File: src/rtl/count_alarm_queue_if.sv
// Request and fire handshake channels of the alarm queue.
interface count_alarm_queue_if #(
  parameter int unsigned WIDTH = 32,
  parameter int unsigned ID_W  = 4
);
  logic             in_valid;
  logic             in_ready;
  logic [WIDTH-1:0] in_time;
  logic [ID_W-1:0]  in_id;
  logic             fire_valid;
  logic             fire_ready;
  logic [ID_W-1:0]  fire_id;
  logic [WIDTH-1:0] fire_time;
  logic             fire_late;

  modport master (
    output in_valid, in_time, in_id, fire_ready,
    input  in_ready, fire_valid, fire_id, fire_time, fire_late
  );

  modport slave (
    input  in_valid, in_time, in_id, fire_ready,
    output in_ready, fire_valid, fire_id, fire_time, fire_late
  );
endinterface

File: src/rtl/count_alarm_queue.sv
// FIFO of alarm requests fired in order when the free-running count reaches each target.
// Optional macro ALARM_LATE_DROP_EN silently drops alarms that are already late on arrival.
module count_alarm_queue #(
  parameter int unsigned WIDTH = 32,
  parameter int unsigned DEPTH = 4,
  parameter int unsigned ID_W  = 4
) (
  input  logic                     clock,
  input  logic                     reset,
  input  logic [WIDTH-1:0]         count,
  input  logic                     flush,
  output logic [$clog2(DEPTH):0]   pending,
  output logic [7:0]               late_drops,
  count_alarm_queue_if.slave       bus
);
  localparam int unsigned PtrW = $clog2(DEPTH);
  localparam logic [PtrW:0] One  = {{PtrW{1'b0}}, 1'b1};
  localparam logic [PtrW:0] Full = {1'b1, {PtrW{1'b0}}};
  localparam logic [WIDTH-1:0] Half = {1'b1, {(WIDTH-1){1'b0}}};

  typedef enum logic [1:0] {StEmpty, StWait, StFire} state_e;

  state_e           state_q, state_d;
  logic [WIDTH-1:0] time_q [DEPTH];
  logic [ID_W-1:0]  id_q   [DEPTH];
  logic [PtrW-1:0]  wr_ptr_q, rd_ptr_q;
  logic [PtrW:0]    pending_q, pending_d;
  logic [WIDTH-1:0] count_q, head_time, diff;
  logic             push, pop, due, fire_load, last_entry;
  logic             fire_valid_q, fire_late_q;
  logic [ID_W-1:0]  fire_id_q;
  logic [WIDTH-1:0] fire_time_q;

  assign bus.in_ready = (pending_q != Full) & ~flush;
  assign push         = bus.in_valid & bus.in_ready;
  assign head_time    = time_q[rd_ptr_q];
  // Wrap-aware: anything less than half the range behind count is due.
  assign diff         = count_q - head_time;
  assign due          = diff < Half;
  assign last_entry   = (pending_q == One) & ~push;

`ifdef ALARM_LATE_DROP_EN
  logic       fresh_q, fresh_d, drop;
  logic [7:0] late_q;
`endif

  always_comb begin
    state_d   = state_q;
    pop       = 1'b0;
    fire_load = 1'b0;
`ifdef ALARM_LATE_DROP_EN
    drop      = 1'b0;
`endif
    unique case (state_q)
      StEmpty: if (push) state_d = StWait;
      StWait: begin
        if (due) begin
`ifdef ALARM_LATE_DROP_EN
          if (fresh_q && (count_q != head_time)) begin
            drop    = 1'b1;
            pop     = 1'b1;
            state_d = last_entry ? StEmpty : StWait;
          end else begin
            fire_load = 1'b1;
            state_d   = StFire;
          end
`else
          fire_load = 1'b1;
          state_d   = StFire;
`endif
        end
      end
      StFire: begin
        if (bus.fire_ready) begin
          pop     = 1'b1;
          state_d = last_entry ? StEmpty : StWait;
        end
      end
      default: state_d = StEmpty;
    endcase
    if (flush) begin
      state_d   = StEmpty;
      pop       = 1'b0;
      fire_load = 1'b0;
`ifdef ALARM_LATE_DROP_EN
      drop      = 1'b0;
`endif
    end
  end

  always_comb begin
    pending_d = pending_q;
    if (flush) pending_d = '0;
    else if (push && !pop) pending_d = pending_q + One;
    else if (pop && !push) pending_d = pending_q - One;
  end

  always_ff @(posedge clock) begin
    if (push) begin
      time_q[wr_ptr_q] <= bus.in_time;
      id_q[wr_ptr_q]   <= bus.in_id;
    end
  end

  always_ff @(posedge clock or negedge reset) begin
    if (!reset) begin
      state_q      <= StEmpty;
      wr_ptr_q     <= '0;
      rd_ptr_q     <= '0;
      pending_q    <= '0;
      count_q      <= '0;
      fire_valid_q <= 1'b0;
      fire_id_q    <= '0;
      fire_time_q  <= '0;
      fire_late_q  <= 1'b0;
    end else begin
      state_q      <= state_d;
      pending_q    <= pending_d;
      count_q      <= count;
      fire_valid_q <= (state_d == StFire);
      if (flush) begin
        wr_ptr_q <= '0;
        rd_ptr_q <= '0;
      end else begin
        if (push) wr_ptr_q <= wr_ptr_q + 1'b1;
        if (pop)  rd_ptr_q <= rd_ptr_q + 1'b1;
      end
      if (fire_load) begin
        fire_id_q   <= id_q[rd_ptr_q];
        fire_time_q <= count_q;
        fire_late_q <= (count_q != head_time);
      end
    end
  end

`ifdef ALARM_LATE_DROP_EN
  // A head is judged late only on its first compare cycle.
  assign fresh_d = (state_d == StWait) && ((state_q != StWait) || drop);

  always_ff @(posedge clock or negedge reset) begin
    if (!reset) begin
      fresh_q <= 1'b0;
      late_q  <= '0;
    end else begin
      fresh_q <= fresh_d;
      if (drop && (late_q != 8'hFF)) late_q <= late_q + 8'd1;
    end
  end

  assign late_drops = late_q;
`else
  assign late_drops = '0;
`endif

  assign pending        = pending_q;
  assign bus.fire_valid = fire_valid_q;
  assign bus.fire_id    = fire_id_q;
  assign bus.fire_time  = fire_time_q;
  assign bus.fire_late  = fire_late_q;
endmodule

File: src/flat_wrapper.sv
// flat-port wrapper written by rule: the top's interface ports become plain ports
module count_alarm_queue_flat 
#(
  parameter int unsigned WIDTH = 32,
  parameter int unsigned DEPTH = 4,
  parameter int unsigned ID_W  = 4
)
  (clock, reset, count, flush, pending, late_drops, bus_in_valid, bus_in_time, bus_in_id, bus_fire_ready, bus_in_ready, bus_fire_valid, bus_fire_id, bus_fire_time, bus_fire_late);
  count_alarm_queue_if #(.WIDTH(WIDTH), .ID_W(ID_W)) bus_i ();
  input  logic clock;
  input  logic reset;
  input  logic [WIDTH-1:0] count;
  input  logic flush;
  output logic [$clog2(DEPTH):0] pending;
  output logic [7:0] late_drops;
  input wire logic [$bits(bus_i.in_valid)-1:0] bus_in_valid;
  input wire logic [$bits(bus_i.in_time)-1:0] bus_in_time;
  input wire logic [$bits(bus_i.in_id)-1:0] bus_in_id;
  input wire logic [$bits(bus_i.fire_ready)-1:0] bus_fire_ready;
  output wire logic [$bits(bus_i.in_ready)-1:0] bus_in_ready;
  output wire logic [$bits(bus_i.fire_valid)-1:0] bus_fire_valid;
  output wire logic [$bits(bus_i.fire_id)-1:0] bus_fire_id;
  output wire logic [$bits(bus_i.fire_time)-1:0] bus_fire_time;
  output wire logic [$bits(bus_i.fire_late)-1:0] bus_fire_late;
  assign bus_i.in_valid = bus_in_valid;
  assign bus_i.in_time = bus_in_time;
  assign bus_i.in_id = bus_in_id;
  assign bus_i.fire_ready = bus_fire_ready;
  assign bus_in_ready = bus_i.in_ready;
  assign bus_fire_valid = bus_i.fire_valid;
  assign bus_fire_id = bus_i.fire_id;
  assign bus_fire_time = bus_i.fire_time;
  assign bus_fire_late = bus_i.fire_late;
  count_alarm_queue #(.WIDTH(WIDTH), .DEPTH(DEPTH), .ID_W(ID_W)) u_core (.clock(clock), .reset(reset), .count(count), .flush(flush), .pending(pending), .late_drops(late_drops), .bus(bus_i));
endmodule
File: config.mk
export PLATFORM = sky130hd
export DESIGN_NAME = count_alarm_queue_flat
export DESIGN_NICKNAME = d
export VERILOG_FILES = /design/src/rtl/count_alarm_queue_if.sv /design/src/rtl/count_alarm_queue.sv /design/src/flat_wrapper.sv
export SDC_FILE = /design/constraint.sdc
export NUM_CORES = 1
export LEC_CHECK = 0
export CAP_MARGIN = 20
export CORE_UTILIZATION = 48
export DETAILED_ROUTE_END_ITERATION = 10
export GPL_TIMING_DRIVEN = 0
export PLACE_DENSITY_LB_ADDON = 0.15
export SYNTH_ARGS = -nofsm -noshare
export SYNTH_HDL_FRONTEND = slang
export SYNTH_SLANG_ARGS = --single-unit
File: constraint.sdc
create_clock -name clock -period 4.82 [get_ports clock]
set_input_delay 0.482 -clock clock [delete_from_list [all_inputs] [get_ports clock]]
set_output_delay 0.482 -clock clock [all_outputs]
set_load 0.02 [all_outputs]
* Yosys cells after proc, flatten, opt, wreduce, memory -nomap -nowiden
Memory sizes are Yosys's and may differ from the RTL's. A register that Yosys moved wholly into a read port is not among the register bits.
Cells that the tools add are included.
** Word-level totals
- Register bits :: 75
- RAM bits :: 144
- Input port bits :: 73
- Output and inout bits :: 50
- Logic and storage cells :: 57
- Memories kept :: 2
** Cells by class
- Add/subtract/negate cells :: 5
- $lt $le $gt $ge :: 1
- Equality and inequality tests :: 6
- Muxes and demuxes :: 21
- Bitwise gates (word level) :: 5
- Reduce and logical (&&, ||, !) cells :: 9
** Memories
- u_core.time_q :: words 4, width 32, rd ports 1, clocked after memory_dff 0, write ports 1, line count_alarm_queue.sv:24 : logic [WIDTH-1:0] time_q [DEPTH];
- u_core.id_q :: words 4, width 4, rd ports 1, clocked after memory_dff 1, write ports 1, line count_alarm_queue.sv:25 : logic [ID_W-1:0] id_q [DEPTH];
** Operator list (count)
- $lt 32x32->1 const B :: 1
- $ne 32x32->1 :: 1
- $sub 32x32->32 :: 1
- $mux 2 :: 8
- $mux 1 :: 9
- $mux 3 :: 3
- $pmux 2 s3 :: 1
- $add 2x1->2 const B :: 2
- $eq 2x2->1 const B :: 2
- $reduce_bool 2->1 :: 2
- $add 3x1->3 const B :: 1
- $and 1x1->1 :: 3
- $eq 3x1->1 const B :: 1
- $logic_not 1->1 :: 3
- $ne 3x3->1 const B :: 1
- $reduce_bool 3->1 :: 1
- $sub 3x1->3 const B :: 1
- $eq 2x1->1 const B :: 1
- $logic_and 1x1->1 :: 2
- $logic_not 2->1 :: 1
- $not 1->1 :: 2

* Depth between registers and ports, before layout
Gate-level depths: netlist of the first run.
- Depth after elaboration :: 10
- Mapped depth :: 13
- Gate-level depth less buffers :: 10

* Worst setup path before layout of the first run
Ideal clock, no wire load.
- Path type :: reg2reg
- Start point :: reg u_core.rd_ptr_q[0]
- End point :: reg u_core.fire_time_q[10] (netlist: u_core.bus.fire_time[10])
- Setup time :: 125 ps
- Arrival time :: 3704 ps
- Required time :: 4695 ps
- Slack :: 991 ps
- Stages on the path, launching flop included :: 14
- Path buffers :: 3
- Period minus slack after synthesis :: 3829 ps
- Cells stage by stage :: dfrtp_1 > buf_6 > buf_1 > mux4_2 > inv_1 > ha_1 > a211oi_2 > nor2_1 > o31a_1 > o41ai_2 > nand2_2 > mux2i_4 > buf_8 > mux2_4
** On the way
- Word-level cells in the longest chain between the ends :: 6
** Ends and longest elaborated chain
- from (decl) :: line count_alarm_queue.sv:26 : logic [PtrW-1:0] wr_ptr_q, rd_ptr_q;
- from (signal assigned) :: line count_alarm_queue.sv:126 : if (pop) rd_ptr_q <= rd_ptr_q + 1'b1;
- $mem_v2 4x32
- $sub 32x32->32 :: line count_alarm_queue.sv:38 : assign diff = count_q - head_time;
- $lt 32x32->1 :: line count_alarm_queue.sv:39 : assign due = diff < Half;
- $mux 1 :: line count_alarm_queue.sv:57 : if (due) begin
- $mux 1 :: line count_alarm_queue.sv:54 : unique case (state_q)
- $mux 1 :: line count_alarm_queue.sv:81 : if (flush) begin
- to (signal assigned) :: line count_alarm_queue.sv:130 : fire_time_q <= count_q;
- to (decl) :: line count_alarm_queue.sv:32 : logic [WIDTH-1:0] fire_time_q;
Every way passes these cells.
A chain may end at the register's enable or synchronous reset.

* Worst setup path after layout of the first run
- Start point :: reg u_core.rd_ptr_q[1]
- End point :: reg u_core.fire_time_q[8] (netlist: u_core.bus.fire_time[8])
The elaborated chain is that of the path after synthesis.

==> impl_metrics.yaml, run 1 <==
worst_setup_path:
  crit_required_ns: 5.20
  path_max_fanout: 10
  path_class: "reg -> reg"
  end_kind: "flip-flop"
  cp.arrival_ns: 4.86
  startpoint_type: "flip-flop"
timing:
  worst_pin_slew_ns: 0.784
  post-route-period-util: 0.929
  slew_headroom: 0.477
  hold_violations: 0
  clock_skew_ns: 0.0197
  rsz0062_at_grt: "no"
  finalSetupViolations: 0
  clock.fmax_mhz: 223
  setup_slack_ns: 0.340
  period_minus_slack_ns: 4.48
  whs_ns: 0.404
  drv_slew: 0
global_route:
  grt_max_degree: 63
  grt.overflow.total: 0
  track_usage: 0.184
  antenna_found_initial: 0
  grt_pass1_vias: 5021
  grt_pass1_wl_mm: 27.2
finish:
  layout-drive-gt1-share: 0.205
  fin_nets: 762
  syn2layout_area_growth_pct: 25.8
  n_antenna_cell: 0
yosys:
  ys_seq_area_frac: 0.696
  synth_warnings: 0
  avgSynthCellArea_um2: 18.2
  synth.distinct_cells: 49
  async_reset_ff_frac: 0.354
  synth_enable_flop_cells: 144
  ys_ff_latch: 223
  ys.flop_type: "edfxtp_1"
  postSynthCellCount: 497
  syn_area_um2: 9050
route:
  drt_iter0_drc: 232
  dr.pass1.iters: 4
  wl_mm: 17.2
  vias: 4715
  final_antenna_net_count: 0
  drc_errors: 0
  wire_per_inst_um: 19.2
  viasPerCell: 5.26
place:
  numPortBuffers: 114
  dp_slack_ns: -0.0224
  place_hpwl_mm: 11.7
  place.gp.congestion: 0.770
power_and_ir_drop:
  total_power_mw: 5.10
  power-per-cell-area_nw_per_um2: 448
  p_leak_nw: 4.34
  ir_drop_uv: 354
floorplanning:
  dieArea_um2: 19400
  die_w_um: 139
  rows: 49
  die_y_um: 139
  core_area_um2: 18200
  io_pins: 123
  initial_utilization: 0.497
clock_tree:
  clkTransAtPathRegs_ns: 0.06
  cts_setup_buffers: 0
  cts.sinks: 223
  numCtsBuffers: 24
  cts_buffer_depth: 3
  h-tree-depth: 1
  cts_tree: "done"
  insertion_delay_ns: 0.52
  cts-root-buf: "clkbuf_16"
run_status:
  status: "finished, final reports clean"
worst_hold_path:
  min_path_type: "in -> reg"
job:
  max-cap-violations: 0
==> final cells by class <==
class,instances,area [um^2]
plain buffers,21,178
clock buffers,36,686
clock inverters,8,45.0
fillers,1297,6820
inverters,37,139
multi-input cells,223,2480
flip-flops and latches,223,6300
well taps,229,287
repair buffers,120,1270
==> flip-flops by register name (all words and copies together) (netlist names) <==
name and flops:
u_core.bus.fire_id 4, u_core.bus.fire_late 1, u_core.bus.fire_time 32, u_core.bus.fire_valid 1, u_core.count_q 32, u_core.id_q 16, u_core.pending 3, u_core.rd_ptr_q 2
u_core.state_q 2, u_core.time_q 128, u_core.wr_ptr_q 2
==> path summary, 6_finish.rpt <==
path,from,to,slack [ns],cells after the start
min in group asynchronous,reset,u_core.count_q[14],0.41,2
setup reg to reg,u_core.rd_ptr_q[1],u_core.bus.fire_time[8],0.34,12
hold / removal,count[21],u_core.count_q[21],0.40,1
hold reg to reg,u_core.bus.fire_time[11],u_core.bus.fire_time[11],0.50,1
setup / recovery,u_core.rd_ptr_q[1],u_core.bus.fire_time[8],0.34,12
max in group asynchronous,reset,u_core.count_q[2],3.82,3
==> per-stage QoR <==
stage	cells	util	setup TNS [ns]	instance area [um^2]
detailed placement	852	0.584	-0.206	10600
CTS	897	0.625	0	11400
global route	897	0.625	0	11400
floorplan	504	-	0	9080
global placement	847	0.577	0	10500
finish	897	0.625	0	11400
==> layout by cell type (no fill, tap or decap), types with 5 or more instances in the layout <==
cell             instances
nand4_1                  7
conb_1                   8
mux4_2                  36
mux2_2                   7
nand2_1                  9
xnor2_1                  6
inv_1                   37
dfrtp_1                 79
edfxtp_1               144
ha_1                    39
clkdlybuf4s50_1        113
nor2_1                  17
clkbuf_16               24
clkinv_1                 5
mux2_4                  28
clkbuf_1                13
a21oi_1                 15
buf_4                    9
==> cells by family after synthesis <==
| family | count (synthesis) | synth area share |
|---|---|---|
| other | 1 | 0.000414 |
| adders and majority gates | 39 | 0.0539 |
| AOI/OAI and AO/OA | 36 | 0.0264 |
| buffers and inverters | 58 | 0.0332 |
| muxes | 72 | 0.147 |
| xor gates and xnor gates | 8 | 0.00774 |
| DFF | 223 | 0.696 |
| and+or+nand+nor | 60 | 0.0351 |
==> worst max-delay path, stage by stage (launching register included) <==
cell and delay (ns):
dfrtp_1 0.32, buf_2 0.25, clkbuf_1 0.63, mux4_2 0.34, inv_1 0.04, ha_1 0.30, nand4_1 0.21, nor4_1 0.61
o41ai_2 0.24, nand2_2 0.19, mux2i_4 0.64, buf_8 0.25, mux2_4 0.31
==> where the power goes <==
group | internal (mW) | switching [mW] | total [mW]
logic | 0.595 | 0.465 | 1.06
clock network | 0.980 | 0.696 | 1.68
registers | 2.25 | 0.114 | 2.37
total | 3.83 | 1.28 | 5.10
==> routing by layer <==
| metal | track usage | routed length (um) |
|---|---|---|
| met4 | 0.0520 | 300 |
| met1 | 0.252 | 7660 |
| met2 | 0.300 | 8410 |
| met3 | 0.0354 | 860 |
| met5 | 0 | 0 |
==> timing repair <==
| action | in CTS | in global routing |
|---|---|---|
| gates resized for setup | 4 | 2 |
| hold buffers | 1 | 0 |
| endpoints found under the setup margin | 28 | 7 |
| endpoints found under the hold margin | 17 | 0 |
| pin swaps | 0 | 0 |
==> Yosys cell counts, types with 2 or more instances <==
cell / n / area [um^2]
clkbuf_1: 5 / 18.8
xnor2_1: 6 / 52.6
nand3_1: 4 / 20.0
nor2_1: 17 / 63.8
and2_1: 6 / 37.5
inv_1: 37 / 139
nand3b_1: 2 / 15.0
nand2_1: 9 / 33.8
buf_1: 3 / 11.3
a211oi_1: 2 / 15.0
nand2b_1: 2 / 12.5
mux4_2: 36 / 811
a21o_1: 2 / 15.0
buf_4: 8 / 60.1
buf_12: 2 / 40.0
edfxtp_1: 144 / 4320
or2_2: 2 / 12.5
dfrtp_1: 79 / 1980
a221oi_1: 2 / 17.5
o22ai_1: 2 / 12.5
nand4_1: 7 / 43.8
a21oi_1: 15 / 75.1
mux2_4: 28 / 420
a21boi_0: 3 / 22.5
o21ai_0: 3 / 15.0
xor2_1: 2 / 17.5
nor3_1: 3 / 15.0
mux2_2: 7 / 78.8
ha_1: 39 / 488
No activity file was read; power rests on OpenSTA's default activity.
==> run 2, diff against run 1 <==
RECOVER_POWER = 50   (was unset)
TNS_END_PERCENT = 30   (was unset)
==> run 2 against run 1 <==
  * The flow now finishes with violations (capacitance limit, slew limit)
  * Combinational power about the same
  * Sequential cell count stayed put
  * Register-to-register slack is essentially flat
  * Cell area fell by 0.12%
  * Largest power group unchanged
  * Maximum frequency rose by 0.24%
  * Critical endpoint unchanged
  * Largest cell class unchanged
  * Die area is the same
  * First-iteration DRC count rose by 0.43%
==> impl_metrics.yaml, run 2 (synthesis gave the netlist of run 1 again) <==
power_and_ir_drop:
  p_leak_nw: 4.35
  total_power_mw: 5.09
  power-per-cell-area_nw_per_um2: 447
  ir_drop_uv: 354
finish:
  fin_nets: 762
  fillers: 1299
  stdcell_count: 899
  utilization: 0.625
  layout-drive-gt1-share: 0.202
  layout_common_cells: "edfxtp_1, dfrtp_1, dlygate4sd3_1, clkdlybuf4s50_1, ha_1"
  largest_reg_flops: 128
  syn2layout_area_growth_pct: 25.7
  regMostFlops: "u_core.time_q"
  final_common_cell: "edfxtp_1"
worst_hold_path:
  hold_depth: 1
  hold_path_startpoint: "u_core.bus.fire_time[11]"
  whs_endpoint: "u_core.bus.fire_time[11]"
  min_path_type: "reg -> reg"
global_route:
  grt.overflow.total: 0
  antenna_found_initial: 3
  grt_pass1_wl_mm: 27.2
  track_usage: 0.184
  grt_max_degree: 63
  grt_pass1_vias: 5021
worst_setup_path:
  crit_required_ns: 5.20
  path_max_fanout: 10
  end_kind: "flip-flop"
  r2r-start: "u_core.rd_ptr_q[1]"
  startpoint: "u_core.rd_ptr_q[1]"
  reg2reg_depth: 12
  r2r-end: "u_core.bus.fire_time[8]"
  cp.arrival_ns: 4.85
  reg2reg_slack_ns: 0.35
  path_class: "reg -> reg"
  startpoint_type: "flip-flop"
floorplanning:
  rows: 49
  core_area_um2: 18200
  io_pins: 123
  die_w_um: 139
  initial_utilization: 0.497
  dieArea_um2: 19400
  die_y_um: 139
timing:
  rsz0062_at_grt: "no"
  period_minus_slack_ns: 4.47
  worst_pin_slew_ns: 2.85
  finalSetupViolations: 0
  clock_skew_ns: 0.0187
  hold_violations: 0
  clock.fmax_mhz: 224
  slew_headroom: -0.900
  post-route-period-util: 0.927
  drv_slew: 63
  setup_slack_ns: 0.351
route:
  dr.pass1.iters: 5
  vias: 4727
  viasPerCell: 5.26
  final_antenna_net_count: 0
  wire_per_inst_um: 19.1
  drt_iter0_drc: 233
  drc_errors: 0
  wl_mm: 17.1
run_status:
  violations: "capacitance limit, slew limit"
  status: "finished with violations"
clock_tree:
  cts_tree: "done"
  numCtsBuffers: 24
  cts.sinks: 223
  h-tree-depth: 1
  cts-root-buf: "clkbuf_16"
  cts_buffer_depth: 3
  insertion_delay_ns: 0.51
  clkTransAtPathRegs_ns: 0.06
place:
  place.gp.congestion: 0.770
  dp_cells: 852
  dp_slack_ns: -0.0224
  place_hpwl_mm: 11.7
  numPortBuffers: 114
job:
  max-cap-violations: 1
run 2: through the flow:
| stage | instance area, um^2 | hold WS, ns | setup TNS [ns] |
|---|---|---|---|
| 2_1_floorplan | 9080 | 0.186 | 0 |
| 3_3_place_gp | 10500 | 0.490 | 0 |
| 3_5_place_dp | 10600 | 0.384 | -0.206 |
| 4_1_cts | 11400 | 0.378 | 0 |
| 5_1_grt | 11400 | 0.500 | 0 |
| 6_report | 11400 | 0.500 | 0 |
run 2: area by class of cell:
cell class | instances | area (um^2) | share of cell area
sequential | 223 | 6300 | 0.554
multi-input combinational | 223 | 2480 | 0.218
timing repair buffer | 120 | 1250 | 0.110
clock buffer | 36 | 686 | 0.0603
tap | 229 | 287 | 0.0252
buffer | 21 | 178 | 0.0156
inverter | 37 | 139 | 0.0122
clock inverter | 8 | 45.0 | 0.00396
antenna | 2 | 5.00 | 0.000440
run 2: power by group:
group          switching, mW  internal, mW
Combinational          0.465         0.582
Sequential             0.114          2.25
Clock                  0.695         0.980
Total                   1.27          3.81
run 2: repair_timing:
action	in CTS	in global routing
setup buffers	0	0
endpoints found under the hold margin	17	0
hold buffers	1	0
pin swaps	0	0
gates resized for setup	4	2
setup endpoints to repair	28	7
run 2: critical path: stages, from the launching register on:
cell,delay (ns)
dfrtp_1,0.32
buf_2,0.25
clkbuf_1,0.59
mux4_2,0.33
inv_1,0.04
ha_1,0.30
nand4_1,0.22
nor4_1,0.64
o41ai_2,0.24
nand2_2,0.19
mux2i_4,0.64
buf_8,0.25
mux2_4,0.31
run 2: worst max path at each step:
stage | cells past startpoint | slack, ns | endpoint
finish | 12 | 0.35 | u_core.bus.fire_time[8]
CTS | 13 | 0.20 | u_core.bus.fire_time[6]
global placement | 12 | 0.009 | u_core.bus.fire_time[10]
detailed placement | 12 | -0.02 | u_core.bus.fire_time[9]
global route | 12 | 0.03 | u_core.bus.fire_time[8]
floorplan | 13 | 0.99 | u_core.bus.fire_time[10]
run 2: layer usage:
layer | GRT usage | vias to the layer above | share of wire
met5 | 0 | - | 0.00047
met4 | 0.0520 | 2 | 0.018
met3 | 0.0354 | 28 | 0.050
met2 | 0.300 | 122 | 0.49
met1 | 0.252 | 2395 | 0.44
li1 | - | 2180 | -
